--- src/rtl/uart_rx_fifo.sv ---
`default_nettype none
// +----------------------------------------------------------------------------+
// | Module : uart_rx_fifo                                                      |
// | Brief  : FWFT receive FIFO behind uart_rx with flags and overrun counting  |
// | Rev    : 1.0  initial release                                              |
// +----------------------------------------------------------------------------+
module uart_rx_fifo #(
    parameter int DATA_W   = 8,
    parameter int ADDR_W   = 4,
    parameter int AF_LEVEL = 12
) (
    input  logic              rx_clk,
    input  logic              rst,
    input  logic              en,
    input  logic [DATA_W-1:0] wr_data,
    input  logic              wr_done,
    input  logic              rd_en,
    input  logic              ovr_clr,
    output logic [DATA_W-1:0] rd_data,
    output logic              empty,
    output logic              full,
    output logic              almost_full,
    output logic [ADDR_W:0]   count,
    output logic              overrun,
    output logic [7:0]        drop_cnt
);

    localparam int            c_DEPTH_I = 2 ** ADDR_W;
    localparam logic [ADDR_W:0] c_DEPTH = (ADDR_W + 1)'(c_DEPTH_I);
    localparam logic [ADDR_W:0] c_AF    = (ADDR_W + 1)'(AF_LEVEL);

    logic [DATA_W-1:0] r_mem [c_DEPTH_I];
    logic [ADDR_W-1:0] r_wr_ptr;
    logic [ADDR_W-1:0] r_rd_ptr;
    logic [ADDR_W:0]   r_count;
    logic              r_done_q;
    logic              r_overrun;
    logic [7:0]        r_drop_cnt;

    logic w_we;
    logic w_re;
    logic w_push;
    logic w_drop;

    assign empty       = (r_count == '0);
    assign full        = (r_count == c_DEPTH);
    assign almost_full = (r_count >= c_AF);
    assign count       = r_count;
    assign overrun     = r_overrun;
    assign drop_cnt    = r_drop_cnt;
    assign rd_data     = empty ? '0 : r_mem[r_rd_ptr];

    assign w_we   = en & wr_done & ~r_done_q;
    assign w_re   = en & rd_en & ~empty;
    // A simultaneous read frees the head slot, so a write into a full FIFO is accepted.
    assign w_push = w_we & (~full | w_re);
    assign w_drop = w_we & full & ~w_re;

    always_ff @(posedge rx_clk) begin
        if (w_push) begin
            r_mem[r_wr_ptr] <= wr_data;
        end
    end

    always_ff @(posedge rx_clk or posedge rst) begin
        if (rst) begin
            r_wr_ptr   <= '0;
            r_rd_ptr   <= '0;
            r_count    <= '0;
            r_done_q   <= 1'b0;
            r_overrun  <= 1'b0;
            r_drop_cnt <= '0;
        end else begin
            r_done_q <= wr_done;
            if (w_push) begin
                r_wr_ptr <= r_wr_ptr + 1'b1;
            end
            if (w_re) begin
                r_rd_ptr <= r_rd_ptr + 1'b1;
            end
            case ({w_push, w_re})
                2'b10:   r_count <= r_count + 1'b1;
                2'b01:   r_count <= r_count - 1'b1;
                default: r_count <= r_count;
            endcase
            // A drop in the same cycle as a clear restarts the count at one.
            if (w_drop) begin
                r_overrun <= 1'b1;
                if (ovr_clr) begin
                    r_drop_cnt <= 8'd1;
                end else if (r_drop_cnt != 8'hFF) begin
                    r_drop_cnt <= r_drop_cnt + 8'd1;
                end
            end else if (ovr_clr) begin
                r_overrun  <= 1'b0;
                r_drop_cnt <= '0;
            end
        end
    end

endmodule
`default_nettype wire

--- config.mk ---
export PLATFORM = sky130hd
export DESIGN_NAME = uart_rx_fifo
export DESIGN_NICKNAME = d
export VERILOG_FILES = /design/src/rtl/uart_rx_fifo.sv
export SDC_FILE = /design/constraint.sdc
export NUM_CORES = 1
export LEC_CHECK = 0
export CAP_MARGIN = 20
export CORE_ASPECT_RATIO = 0.9
export CORE_MARGIN = 2
export CORE_UTILIZATION = 24
export CTS_BUF_LIST = sky130_fd_sc_hd__clkbuf_16
export DETAILED_ROUTE_END_ITERATION = 8
export PLACE_DENSITY = 0.41
export SYNTH_ARGS = -nofsm -noshare
export SYNTH_HDL_FRONTEND = slang
export SYNTH_SLANG_ARGS = --single-unit
--- constraint.sdc ---
create_clock -name rx_clk -period 3.05 [get_ports rx_clk]
set_input_delay 0.305 -clock rx_clk [delete_from_list [all_inputs] [get_ports rx_clk]]
set_output_delay 0.305 -clock rx_clk [all_outputs]
set_load 0.005 [all_outputs]
======== Word level (Yosys, flattened, before mapping) ========
Memories as Yosys holds them, arrays and structs flattened.
Index checks and enable logic that the tools add are counted.
storage, ports and cells
  word-level logic and storage cells ...... 44
  memories kept ........................... 1
  bits in writable memories ............... 128
  register bits ........................... 23
operators by class
  muxes and demuxes ....................... 10
  equal/unequal tests ..................... 4
  $add $sub $neg .......................... 5
  reductions and logical operators ........ 5
  magnitude comparators ................... 1
  bitwise logic cells ..................... 12
memory list
  name   depth  bits a word  rd ports  clocked after Yosys merged registers in  wr ports  line  source
  r_mem  16     8            1         0                                        1         32    logic [DATA_W-1:0] r_mem [c_DEPTH_I];
operator list
  kind                                                                   number
  8-bit 2-to-1 mux                                                       5
  5-bit case mux with 2 select lines                                     1
  4-bit by 1-bit adder with 4-bit output, second input constant          2
  8-bit by 1-bit adder with 8-bit output, second input constant          1
  8-bit inequality test, second input constant                           1
  1-bit bitwise AND                                                      7
  2-bit nonzero test                                                     3
  5-bit by 1-bit adder with 5-bit output, second input constant          1
  5-bit == test, second input constant                                   1
  5-bit by 4-bit >= comparator with 1-bit output, second input constant  1
  5-bit zero test                                                        1
  5-bit by 1-bit subtractor with 5-bit output, second input constant     1
  1-bit 2-to-1 mux                                                       4
  1-bit NOT                                                              4
  2-bit by 1-bit == test with 1-bit output, second input constant        1
  2-bit == test, second input constant                                   1
  2-bit AND reduction                                                    1
  1-bit OR                                                               1

======== Logic depth before layout (Yosys ltp) ========
  depth after elaboration ................. 7
  depth in mapped cells ................... 9
  mapped depth without buffers ............ 8

======== Worst setup path after synthesis ========
OpenSTA, ideal clock, no wires.
  path type ............................... register to register
  start ................................... register r_count[4], in the netlist count[4]
  end ..................................... register r_count[4], in the netlist count[4]
  stages on the path, launching flop included .. 10
  setup time .............................. 0.094 ns
  clock period less this slack ............ 2.559 ns
  setup slack ............................. 0.491 ns
  arrival time ............................ 2.466 ns
  path through ............................ dfrtp_1 clkbuf_1 inv_1 a211oi_1 mux2_2 ha_1 o31a_1 nor3_1 or4_1 a221oi_2
on the way
  cells in the longest elaborated chain, start to end .. 7
  elaborated cells between the ends (all ways) .. 13
  classes of those cells .................. 2 x add/sub; 3 x eq/ne; 1 x mux; 5 x bitwise; 2 x reduce/logical
RTL lines
  what                                                                       line  source
  start, declared                                                            35    logic [ADDR_W:0] r_count;
  start signal, assigned                                                     82    2'b10: r_count <= r_count + 1'b1;
  start signal, assigned                                                     83    2'b01: r_count <= r_count - 1'b1;
  start signal, assigned                                                     84    default: r_count <= r_count;
  5-bit zero test                                                            45    assign empty = (r_count == '0);
  1-bit NOT                                                                  54    assign w_re = en & rd_en & ~empty;
  1-bit bitwise AND                                                          54
  1-bit OR                                                                   56    assign w_push = w_we & (~full | w_re);
  1-bit bitwise AND                                                          56
  2-bit by 1-bit == test with 1-bit output or 2-bit == test (tied branches)  81    case ({w_push, w_re})
  5-bit case mux with 2 select lines or 2-bit nonzero test (tied branches)   -
Parallel ways exist; a longest one is shown, timed or not.
A chain may end at the register's enable or synchronous reset.

======== Worst setup path after layout ========
  start ................................... register r_rd_ptr[0]
  end ..................................... output port rd_data[0]
on the way
  cells in the longest elaborated chain, start to end .. 2
RTL lines
  what                    line  source
  start, declared         34    logic [ADDR_W-1:0] r_rd_ptr;
  start signal, assigned  79    r_rd_ptr <= r_rd_ptr + 1'b1;
  memory read 16 x 8 bit  -
  8-bit 2-to-1 mux        51    assign rd_data = empty ? '0 : r_mem[r_rd_ptr];
  end, declared           19    output logic [DATA_W-1:0] rd_data,
No other way between the ends.

==> impl_metrics.toml <==
[clocking]
cts-resized-gates = 0
cts_tree = "built"
cts_buffers = 17
insertion_delay_ns = 0.42
cts.htree.levels = 4
root_buffer = "clkbuf_16"
postCtsSetupBuffers = 0
path_clk_slew_ns = 0.06
cts.sinks = 151
cts_max_path_buffers = 2
hold_buffers = 0

[timing]
clock.fmax_ghz = 0.341
slew_violations = 0
fin_skew_ns = 0.00991
finalCriticalPeriod_ns = 2.94
rsz0062_at_grt = "no"
hold_viol = 0
slew_headroom = 0.363
setup_viol = 0
tightest_slew_ns = 0.954
fin_ws_ns = 0.114
period_share = 0.963
fin_tns_setup_ns = 0

[global_routing]
grt_pass1_wl_um = 21500
grt_remaining_overflow = 0
antenna_found_initial = 0
grt_use_total = 0.107
grt_pass1_vias = 3519
grt_max_degree = 27

[placed_design]
placedCellCount = 737
place_ws_ns = 0.324
hpwlAfterDp_um = 9000
port-buffer-count = 38
place_congestion = 0.728

[cells_and_area]
diodes = 0
area_growth_syn_to_layout_pct = 22.4
fill_cells = 2570
fin_cells = 769
layout.nets = 430
final_util = 0.299
drive_above_1_share = 0.211

[yosys]
seq_area_frac_synth = 0.695
synth-seq-cells = 151
ys_warn_count = 0
synth_cell_types = 54
syn_area_per_cell_um2 = 17.9
ys_async_sr_fraction = 0.152
synth_nets = 377
synth_cells = 355
synth-edff-count = 128
ys.flop_type = "edfxtp_1"
synth_area_mm2 = 0.00636

[run]
cap_violations = 0

[power]
p_per_area_mw_per_mm2 = 849
ir_drop_mv = 0.289
power.leakage_nw = 2.57
fin_total_pwr_mw = 6.61

[floorplanning]
die_h_um = 158
placement_rows = 56
ios = 39
dieArea_mm2 = 0.0278
core_mm2 = 0.0261
die_w_um = 176
initial_utilization = 0.244

[worst_hold_path]
hold_path_class = "input pin to register"

[route]
routed_via_density = 4.36
vias = 3352
drc = 0
drt_wl_total_um = 14000
wl_per_cell_um = 18.2
postRouteAntennaNets = 0
drtIter0Drc = 223
firstDrtPassIters = 4

[critical_path]
worstSetupPathType = "register to output pin"
path_max_fanout = 16
critPathCaptureType = "output pin"
critPathLaunchType = "register"
arrival_ns = 2.63
rrSetupSlack_ns = 0.54
critPathRequiredTime_ns = 2.74

[run_status]
outcome = "complete, no violations"
-- registers in the layout (all words and copies together) (netlist names) --
name	flops
overrun	1
count	5
r_done_q	1
drop_cnt	8
r_rd_ptr	4
r_wr_ptr	4
r_mem	128
-- worst max-delay path, stage by stage, from the launching register on --
cell and delay, ns:
dfrtp_2 0.53, buf_12 0.23, mux4_2 0.53, mux2i_1 0.26, o22ai_1 0.14, clkdlybuf4s50_1 0.51
-- cell usage in the layout, fill, tap and decap left out, types with 6 or more instances in the layout --
cell type        netlist  layout
clkbuf_16              0      17
ha_1                   8       8
nand2_1               13      13
inv_1                  7       7
dfrtp_1               23      22
clkdlybuf4s50_1        0      38
edfxtp_1             128     128
mux2i_1               17      17
mux4_2                32      32
a21oi_1                6       6
nor2_1                 7       7
o22ai_1                8       8
buf_4                  0      14
and2_1                13      13
-- cells in the mapped netlist (all sizes together), types with 2 or more instances --
| master | n | area (um2) |
|---|---|---|
| a21oi | 6 | 30.0 |
| a221oi | 2 | 23.8 |
| and2 | 13 | 81.3 |
| and3 | 2 | 17.5 |
| and3b | 2 | 17.5 |
| buf | 10 | 65.1 |
| clkbuf | 10 | 37.5 |
| dfrtp | 23 | 576 |
| edfxtp | 128 | 3840 |
| ha | 8 | 100 |
| inv | 7 | 26.3 |
| mux2 | 5 | 56.3 |
| mux2i | 17 | 170 |
| mux4 | 32 | 721 |
| nand2 | 13 | 48.8 |
| nand3 | 4 | 20.0 |
| nand4 | 4 | 25.0 |
| nor2 | 8 | 32.5 |
| nor2b | 2 | 12.5 |
| nor3 | 2 | 10.0 |
| nor3b | 5 | 37.5 |
| nor4 | 3 | 25.0 |
| o21ai | 5 | 25.0 |
| o22ai | 8 | 50.1 |
| o31a | 2 | 17.5 |
| o31ai | 2 | 15.0 |
| o41ai | 4 | 42.6 |
| or2 | 2 | 12.5 |
| or3 | 2 | 12.5 |
| or4 | 5 | 41.3 |
| xnor2 | 5 | 43.8 |
| xor2 | 3 | 26.3 |
-- cell type report --
cell class / instances / area, um2 / share of cell area
inverter: 7 / 26.3 / 0.00338
multi-input combinational: 177 / 1810 / 0.233
clock inverter: 15 / 139 / 0.0178
tap: 348 / 435 / 0.0559
clock buffer: 17 / 425 / 0.0546
sequential: 151 / 4420 / 0.568
timing repair buffer: 54 / 526 / 0.0675
-- cell families after synthesis --
family | share of synthesized area
buffers and inverters | 0.0203
xor gates and xnor gates | 0.0110
AOI/OAI and AO/OA | 0.0460
DFF | 0.695
and+or+nand+nor | 0.0630
adders and majority gates | 0.0157
muxes | 0.149
-- metal layers --
layer / vias up / track usage / routed length (um) / part of all wire
li1: 1539 / - / - / -
met1: 1750 / 0.140 / 6590 / 0.47
met2: 50 / 0.175 / 6850 / 0.49
met3: 13 / 0.0201 / 384 / 0.027
met4: 0 / 0.0445 / 204 / 0.015
met5: - / 0 / 0 / 0
-- metrics by stage --
| step | hold WS, ns | cell area (um2) |
|---|---|---|
| after floorplan | 0.307 | 6360 |
| after CTS | 0.362 | 7780 |
| final | 0.388 | 7780 |
| after global routing | 0.394 | 7780 |
| after global placement | 0.506 | 7220 |
| after detailed placement | 0.522 | 7220 |
-- path summary, 6_finish.rpt --
kind | start | cells past startpoint | end
setup / recovery | r_rd_ptr[0] | 5 | rd_data[0]
hold / removal | wr_done | 1 | r_done_q
setup reg to reg | count[4] | 8 | count[4]
hold reg to reg | overrun | 2 | overrun
max in group asynchronous | rst | 2 | r_rd_ptr[0]
min in group asynchronous | rst | 2 | overrun
-- report_power, final --
group / internal (mW) / switching, mW
clock network: 1.14 / 0.878
registers: 2.37 / 0.143
logic: 1.08 / 0.996
total: 4.59 / 2.02
No activity file was read; power rests on OpenSTA's default activity.
==> RTL change (same settings) <==
`DATA_W`: 8 -> 6.
--- a/src/rtl/uart_rx_fifo.sv
+++ b/src/rtl/uart_rx_fifo.sv
@@ -6,5 +6,5 @@
 // +----------------------------------------------------------------------------+
 module uart_rx_fifo #(
-    parameter int DATA_W   = 8,
+    parameter int DATA_W   = 6,
     parameter int ADDR_W   = 4,
     parameter int AF_LEVEL = 12
Ports: changed (resized rd_data and wr_data); port bits go from 39 to 35. No check against the original RTL was run, so the function may have changed too.
==> RTL change against the original RTL <==
Combinational power fell by 26%; power fell by 18%; area after synthesis fell by 21%; wire length fell by 27%; sequential share of layout area fell by 2.5 points; sequential cell count fell by 32; worst setup slack improved by 75 ps; synthesized cell count fell by 16%; cell area fell by 18%; largest power group unchanged.
==> RTL change: results (changes against the original RTL) <==
Status
  • Status: completed (unchanged)

Synthesis
  • Register area share after synthesis: 0.690 (was 0.695)
  • Number of nets produced by synthesis: 317 (was 377)
  • Post-synthesis cell count: 297 (was 355)
  • Post-synth EDFFs: 96 (was 128)
  • Commonest cells in the netlist: sky130_fd_sc_hd__edfxtp_1 (96), sky130_fd_sc_hd__mux4_2 (24), sky130_fd_sc_hd__dfrtp_1 (23), sky130_fd_sc_hd__nor2_1 (23), sky130_fd_sc_hd__nand2_1 (15) (was sky130_fd_sc_hd__edfxtp_1 (128), sky130_fd_sc_hd__mux4_2 (32), sky130_fd_sc_hd__dfrtp_1 (23), sky130_fd_sc_hd__mux2i_1 (17))
  • Dominant cells by area after synthesis: sky130_fd_sc_hd__edfxtp_1 (58%), sky130_fd_sc_hd__dfrtp_1 (11%), sky130_fd_sc_hd__mux4_2 (11%) (was sky130_fd_sc_hd__edfxtp_1 (60%), sky130_fd_sc_hd__mux4_2 (11%), sky130_fd_sc_hd__dfrtp_1 (9.1%))
  • Synth unique cells: 44 (was 54)
  • Async set-reset flop share out of synthesis: 0.193 (was 0.152)

Route
  • Vias/cell: 4.34 (was 4.36)
  • First DRT Iteration DRCs: 139 (was 223)
  • Mean routed wirelength per cell: 16.1 um (was 18.2 um)
  • Number of iterations in the first detailed-routing pass: 4 (unchanged)

GRT
  • Largest net degree at the start of global routing: 24 (was 27)
  • Met1 Usage GRT: 0.129 (was 0.140)
  • First-pass GRT wire length: 16300 um (was 21500 um)
  • Global-route track usage on met3: 0.0332 (was 0.0201)
  • Global Route met2 Usage: 0.160 (was 0.175)
  • Total global routing track utilization: 0.101 (was 0.107)
  • Via count of the first global-routing pass: 2895 (was 3519)

Power
  • Lkg Pwr: 2.19 nW (was 2.57 nW)
  • Max IR drop VDD: 0.442 mV (was 0.289 mV)

Placement
  • GP Congestion: 0.783 (was 0.728)
  • DPL Wire Length: 7040 um (was 9000 um)
  • Count of buffers inserted at the top-level ports: 34 (was 38)
  • Number of cells after detailed placement: 599 (was 737)
  • Area post-placement: 5800 um2 (was 7220 um2)

Cells and area
  • Largest register FFs: 96 (was 128)
  • Fin nets: 379 (was 430)
  • Core utilization of the finished layout: 0.309 (was 0.299)
  • # fillers: 2024 (was 2570)
  • Post-route non-filler standard cell count: 632 (was 769)
  • Layout cells sized above 1: 0.239 (was 0.211)

Setup path
  • Reg2Reg Setup Slack: 420 ps (was 540 ps)
  • Launch point of the worst reg-to-reg path: count[0] (was count[4])
  • Maximum fanout encountered on the critical timing path: 6 (was 16)
  • Critical path data arrival time: 2560 ps (was 2630 ps)

Clocking
  • Clock latency at the later pin of the worst-skew pair: 410 ps
  • Clock Root Buffer: sky130_fd_sc_hd__clkbuf_16 (unchanged)

Min path
  • HP Class: input pin to async pin (was input pin to flop)

Timing
  • Clock skew: 9.58 ps (was 9.91 ps)
  • Transition time of the tightest slew-check pin: 685 ps (was 954 ps)
-- RTL change: worst paths after layout --
path	end	cells past startpoint
max	rd_data[0]	6
min	drop_cnt[1]	2
max reg2reg	count[4]	9
min reg2reg	overrun	1
max in group asynchronous	r_wr_ptr[1]	3
min in group rx_clk	r_done_q	1
-- RTL change: stage by stage --
| stage | worst slack, ps | hold WS, ps |
|---|---|---|
| after floorplan | 457 | 307 |
| after global placement | 311 | 464 |
| after detailed placement | 313 | 481 |
| after CTS | 21.1 | 391 |
| after global routing | 113 | 132 |
| final | 190 | 130 |
-- RTL change: area by class of cell --
cell class / instances / area share
clock buffers: 17 / 0.0668
clock inverters: 15 / 0.0187
inverters: 5 / 0.00295
multi-input cells: 159 / 0.230
flip-flops and latches: 119 / 0.543
well taps: 260 / 0.0511
repair buffers: 57 / 0.0876
-- RTL change: routing by layer --
metal,vias to the layer above,part of all wire
met1,1412,0.46
met3,6,0.031
met5,-,0
met2,38,0.50
li1,1288,-
met4,0,0.0083
-- RTL change: where the power goes --
| group | switching [mW] | internal (mW) |
|---|---|---|
| logic | 0.674 | 0.858 |
| clock network | 0.759 | 1.05 |
| registers | 0.193 | 1.88 |
| total | 1.63 | 3.79 |
-- RTL change: cells by family (layout without fill, tap and decap cells) --
logic type	after synthesis	in the layout	share of synthesized area
buffers and inverters	19	94	0.0180
XOR/XNOR	14	14	0.0245
AO/OA/AOI/OAI	24	24	0.0332
adder cells (fa/ha/maj)	8	8	0.0200
flip-flops	119	119	0.690
AND/OR/NAND/NOR	73	73	0.0734
multiplexers	40	40	0.141
-- RTL change: critical path, cell delays in order (launching register included) --
cell and delay [ps]:
sky130_fd_sc_hd__dfrtp_1 450, sky130_fd_sc_hd__or4_4 630, sky130_fd_sc_hd__nor2_4 110, sky130_fd_sc_hd__buf_4 130, sky130_fd_sc_hd__or2_2 190, sky130_fd_sc_hd__o22ai_1 100, sky130_fd_sc_hd__clkdlybuf4s50_1 520
